**config.mk**
```make
export PLATFORM = sky130hd
export DESIGN_NAME = gf180mcu_fd_sc_mcu7t5v0__clkdiv_prog
export DESIGN_NICKNAME = d
export VERILOG_FILES = /design/src/rtl/gf180mcu_fd_sc_mcu7t5v0__clkdiv_prog.sv
export SDC_FILE = /design/constraint.sdc
export NUM_CORES = 1
export LEC_CHECK = 0
export ABC_CLOCK_PERIOD_IN_PS = 2000
export BUFFER_PORTS_ARGS = -buffer_cell sky130_fd_sc_hd__buf_2
export CORE_MARGIN = 2
export CORE_UTILIZATION = 54
export CTS_CLUSTER_SIZE = 12
export DETAILED_ROUTE_END_ITERATION = 10
export PLACE_DENSITY = 0.77
export SETUP_SLACK_MARGIN = 0.4
export SLEW_MARGIN = 20
export SYNTH_ARGS = -nofsm -noshare
export SYNTH_HDL_FRONTEND = slang
export SYNTH_SLANG_ARGS = --single-unit
export TNS_END_PERCENT = 5
```
**constraint.sdc**
```tcl
create_clock -name CLK -period 2 [get_ports CLK]
set_input_delay 0.5 -clock CLK [delete_from_list [all_inputs] [get_ports CLK]]
set_output_delay 0.5 -clock CLK [all_outputs]
set_load 0.05 [all_outputs]
```
**src/rtl/gf180mcu_fd_sc_mcu7t5v0__clkdiv_prog.sv**
```systemverilog
// rtl/gf180mcu_fd_sc_mcu7t5v0__clkdiv_prog.sv - programmable integer clock divider
// Divides CLK by N = R+1 with a near-50% duty Z, a terminal-count pulse and glitch-free ratio reload at wrap.
module gf180mcu_fd_sc_mcu7t5v0__clkdiv_prog #(
  parameter int WIDTH = 4
) (
  input  logic             CLK,
  input  logic             RST,
  input  logic             EN,
  input  logic [WIDTH-1:0] DIV,
  input  logic             LD,
  output logic             Z,
  output logic             ZN,
  output logic             TC,
  output logic             BUSY
);

  localparam logic [WIDTH-1:0] L_ONE = WIDTH'(1);

  logic [WIDTH-1:0] r_cnt;
  logic [WIDTH-1:0] r_ratio;
  logic [WIDTH-1:0] r_pend;
  logic             r_busy;
  logic             r_z;
  logic             r_zn;
  logic             r_tc;

  logic             w_wrap;
  logic [WIDTH:0]   w_high_len;
  logic             w_z_next;
  logic [WIDTH-1:0] w_cnt_next;
  logic [WIDTH-1:0] w_div_clamped;

  // High phase spans counts 0..(R>>1), i.e. ceil(N/2) cycles; extra bit avoids overflow at R = 2^WIDTH-1.
  assign w_wrap        = (r_cnt == r_ratio);
  assign w_high_len    = {1'b0, (r_ratio >> 1)} + {{WIDTH{1'b0}}, 1'b1};
  assign w_z_next      = ({1'b0, r_cnt} < w_high_len);
  assign w_cnt_next    = w_wrap ? '0 : (r_cnt + L_ONE);
  assign w_div_clamped = (DIV == '0) ? L_ONE : DIV;

  always_ff @(posedge CLK) begin
    if (RST) begin
      r_cnt   <= '0;
      r_ratio <= L_ONE;
      r_pend  <= L_ONE;
      r_busy  <= 1'b0;
      r_z     <= 1'b0;
      r_zn    <= 1'b1;
      r_tc    <= 1'b0;
    end else begin
      r_tc <= EN & w_wrap;
      if (EN) begin
        r_cnt <= w_cnt_next;
        r_z   <= w_z_next;
        r_zn  <= ~w_z_next;
      end
      // A fresh load wins over a coincident wrap, so the previous pending ratio is discarded.
      if (LD) begin
        r_pend <= w_div_clamped;
        r_busy <= 1'b1;
      end else if (EN && w_wrap && r_busy) begin
        r_ratio <= r_pend;
        r_busy  <= 1'b0;
      end
    end
  end

  assign Z    = r_z;
  assign ZN   = r_zn;
  assign TC   = r_tc;
  assign BUSY = r_busy;

endmodule

```
* After elaboration in Yosys (flattened, before gate mapping) *
Index checks and enable logic that the tools add are counted.

cells by class
  reductions and logical operators = 5
  mux-type cells = 4
  eq/ne operators = 1
  bitwise gates (word level) = 3
  $lt $le $gt $ge = 1
  add/sub/neg operators = 2

operators with widths
  cell                   number
  $mux W4                2
  $add A3 B1 Y4 const B  1
  $add A4 B1 Y4 const B  1
  $eq A4 B4 Y1           1
  $logic_not A4 Y1       1
  $lt A4 B4 Y1           1
  $logic_and A1 B1 Y1    2
  $mux W1                2
  $not A1 Y1             2
  $reduce_and A2 Y1      1
  $reduce_bool A2 Y1     1
  $and A1 B1 Y1          1

storage, ports and cells
  flip-flop bits (word level) = 16
  output and inout bits = 4
  logic and storage cells = 23
  input bits = 8

* Depth between registers and ports, before layout *
  word-level depth = 5
  depth in mapped cells = 7
  mapped depth without buffers = 7

* Least setup slack after synthesis *
Ideal clock, no wire load.

  path type = register to register
  from = register r_ratio[1]
  to = register r_zn (netlist: ZN)
  slack = 384 ps
  data required time = 1880 ps
  buffers on the path = 0
  arrival = 1496 ps
  cell stages (with the launch flop) = 8
  cell sequence = dfxtp_1 ha_1 inv_1 ha_1 o21a_1 o21ai_0 a21oi_1 a211o_1

between the ends
  longest elaborated chain between the ends = 3

RTL lines
  what                    line  text
  from (decl)             20    logic [WIDTH-1:0] r_ratio;
  from (signal assigned)  61    r_ratio <= r_pend;
  $add A3 B1 Y4           35    assign w_high_len = {1'b0, (r_ratio >> 1)} + {{WIDTH{1'b0}}, 1'b1};
  $lt A4 B4 Y1            36    assign w_z_next = ({1'b0, r_cnt} < w_high_len);
  $not A1 Y1              54    r_zn <= ~w_z_next;
  to (signal assigned)    54
  to (decl)               24    logic r_zn;

No other way between the ends.
A chain may end at the register's enable or synchronous reset.

* Worst setup path after layout *
Same ends and word-level chain as after synthesis.

==> results by group <==
Yosys
  – Yosys top cell area share: 38.3%
  – Netlist Area Pre-Place: 837 um^2
  – Async SR Flop Fraction: 0%
  – Compound-Gate Fraction of Synth Area: 6.28%
  – Post-synthesis cell type count: 27
  – Top_reg_cell synth: dfxtp_1
  – Post-synth EDFFs: 0
  – Post-synthesis cell count: 86
  – Largest family of logic cells by synthesized area: simple AND/OR/NAND/NOR gates
  – Net Count, Synth: 99
  – Avg Inst Size Synth: 9.73 um^2
  – Synth area leaders: dfxtp_1, mux2i_1, ha_1
  – Cell taking the most area after synthesis: dfxtp_1
  – Sequential share of the synthesized area: 38.3%
  – Adder-cell area share of the yosys netlist: 7.47%
  – Synthesis Warnings: 0
  – Post-synth top cells: dfxtp_1, nand2b_1, mux2i_1
  – Synth Area in XOR/XNOR: 8.37%
  – Post-synthesis mux area share: 9.57%
  – Top-count cell post-synth: dfxtp_1
  – Synthesized flop and latch total: 16
  – Simple-Gate Fraction of Synth Area: 23.3%

Timing
  – Setup Total Neg Slack: 0 ps
  – Slew @ Worst Pin: 406 ps
  – Final Hold Vio Count: 0
  – Min cycle time layout: 1540 ps
  – Setup-failing EPs final: 0
  – RSZ-0062 raised after global routing: true
  – Pins Over Slew Limit: 0
  – FMAX: 650 MHz
  – Clock Skew: 0.932 ps
  – Slew headroom: 72.9%
  – Crit share post-route: 77.0%

Critical path
  – Critical-path maximum fanout: 2
  – Crit path arrival time: 1710 ps
  – Critical Path Sink Type: flip-flop
  – Startpoint types: flip-flop
  – Critical Path RT: 2170 ps
  – Critical path class: reg -> reg

Cells and area
  – Synth-to-layout area growth: 12.6%
  – Nets@finish: 111
  – Fraction of layout cells with a size suffix above 1: 29.2%
  – Multi-input logic area: 490 um^2
  – Antenna Cells: 0
  – Sequential cell area: 328 um^2
  – Post-route cell area: 942 um^2
  – Fillers: 149

Floorplanning
  – Core Box Area: 1470 um^2
  – I/O pin cnt: 12
  – Die ar.: 1880 um^2
  – Die width: 43.4 um
  – Num rows: 14
  – Die H: 43.4 um
  – Starting Density: 56.9%

Placed design
  – GPL Wtd Cong: 0.713
  – IO buf count: 11
  – Post-DP HPWL: 979 um
  – DP Area: 867 um^2

Drt
  – Vias: 614
  – WL per Instance: 13.8 um
  – Initial DRC count: 7
  – Post-Route WL: 1.54 mm
  – Post-DRT Antenna Nets: 0
  – DRC viols: 0
  – Via density per instance: 5.48
  – Pre-Repair DR Iteration Count: 4

Status
  – Status: finished clean

Power
  – Combinational share of power: 19.4%
  – Switch Pwr: 0.000182 W
  – Peak VDD IR: 0.432 mV
  – Clock power frac: 25.6%
  – Int Pwr: 0.000452 W
  – Switching part of the total: 28.8%
  – Lkg Pwr: 0.405 nW
  – PwrDens: 673 nW/um^2
  – Sequential power share: 55.0%

Global routing
  – Antenna violations before repair: 0
  – Largest net degree at the start of global routing: 22
  – First-pass GRT wire length: 2.58 mm
  – GRT Residual Overflow: 0
  – Total track usage: 19.1%
  – Vias in the first global route: 576

Clock tree
  – Cts bufs inserted: 3
  – Clock slew at reported path FFs: 90 ps
  – CTS tree: yes
  – Clk buf depth: 2
  – # hold bufs at CTS: 0
  – Clock root cell: clkbuf_4
  – Clk sink count: 16
  – H-tree depth: 1
  – Clock Latency Late Sink: 280 ps

Run
  – Max Cap Viol: 0

Hold path
  – HP Class: in -> reg
-- per-stage QoR --
step	std cells	utilization [%]	hold slack (ps)	setup slack (ps)	power, W
CTS	112	63.1	469	412	0.000631
detailed placement	107	58.9	470	322	0.000472
global route	112	64.0	468	372	0.000671
global placement	107	58.9	465	398	0.000468
finish	112	64.0	471	461	0.000634
floorplan	86	-	451	435	0.000452
-- power by group through the flow --
stage	sequential, W	clock [W]	combinational, W
floorplan	0.000381	0	0.0000714
global placement	0.000357	0	0.000111
detailed placement	0.000358	0	0.000114
CTS	0.000348	0.000166	0.000118
global route	0.000351	0.000184	0.000136
finish	0.000348	0.000163	0.000123
-- cell usage in the layout (no fill, tap or decap), drive strengths merged, types with 5 or more instances in the layout --
cell type  synthesis  routed
xor2               5       5
buf                6      13
dfxtp             16      16
nor3               7       7
ha                 5       5
nand2b             9       9
mux2i              8       8
nor2               6       6
-- worst max-delay path, cell delays in order (launching register included) --
cell and delay [ps]:
dfxtp_4 360, ha_4 250, inv_1 50, ha_4 210, o21a_1 120, o21ai_2 130, a21oi_1 90, a211o_1 220
-- metal layers --
layer  vias to the layer above  GRT usage (%)  routed length, um
li1                        314              -                  -
met1                       277           22.9                673
met2                        17           30.4                744
met3                         6           4.17                 60
met4                         0           13.3                 65
met5                         -              0                  0
-- path summary, 6_finish.rpt --
| check | endpoint | slack, ps | cells past startpoint | from |
|---|---|---|---|---|
| max | ZN | 460 | 7 | r_ratio[1] |
| min | r_pend[0] | 470 | 3 | DIV[0] |
| max reg2reg | ZN | 460 | 7 | r_ratio[1] |
| min reg2reg | r_ratio[2] | 470 | 2 | r_pend[2] |
-- repair_timing --
action | in CTS | in global routing
resized for setup | 6 | 2
buffers inserted | 2 | 0
pin swaps | 3 | 2
setup endpoints to repair | 1 | 5
-- kinds of logic (layout without fill, tap and decap cells) --
family | after synthesis | after routing
AND/OR/NAND/NOR | 32 | 32
flip-flops | 16 | 16
XOR/XNOR | 8 | 8
multiplexers | 8 | 8
adder cells (fa/ha/maj) | 5 | 5
AO/OA/AOI/OAI | 8 | 8
buffers and inverters | 9 | 19
-- flip-flops by register name, indices dropped and copies added (netlist names) --
| name | cells |
|---|---|
| BUSY | 1 |
| TC | 1 |
| Z | 1 |
| ZN | 1 |
| r_cnt | 4 |
| r_pend | 4 |
| r_ratio | 4 |
-- final cells by class --
type                    count  area share (%)
multi-input cells          61            52.1
inverters                   3            1.20
flip-flops and latches     16            34.8
clock buffers               3            2.39
well taps                  16            2.12
repair buffers             13            7.44
No activity file was read; power rests on OpenSTA's default activity.
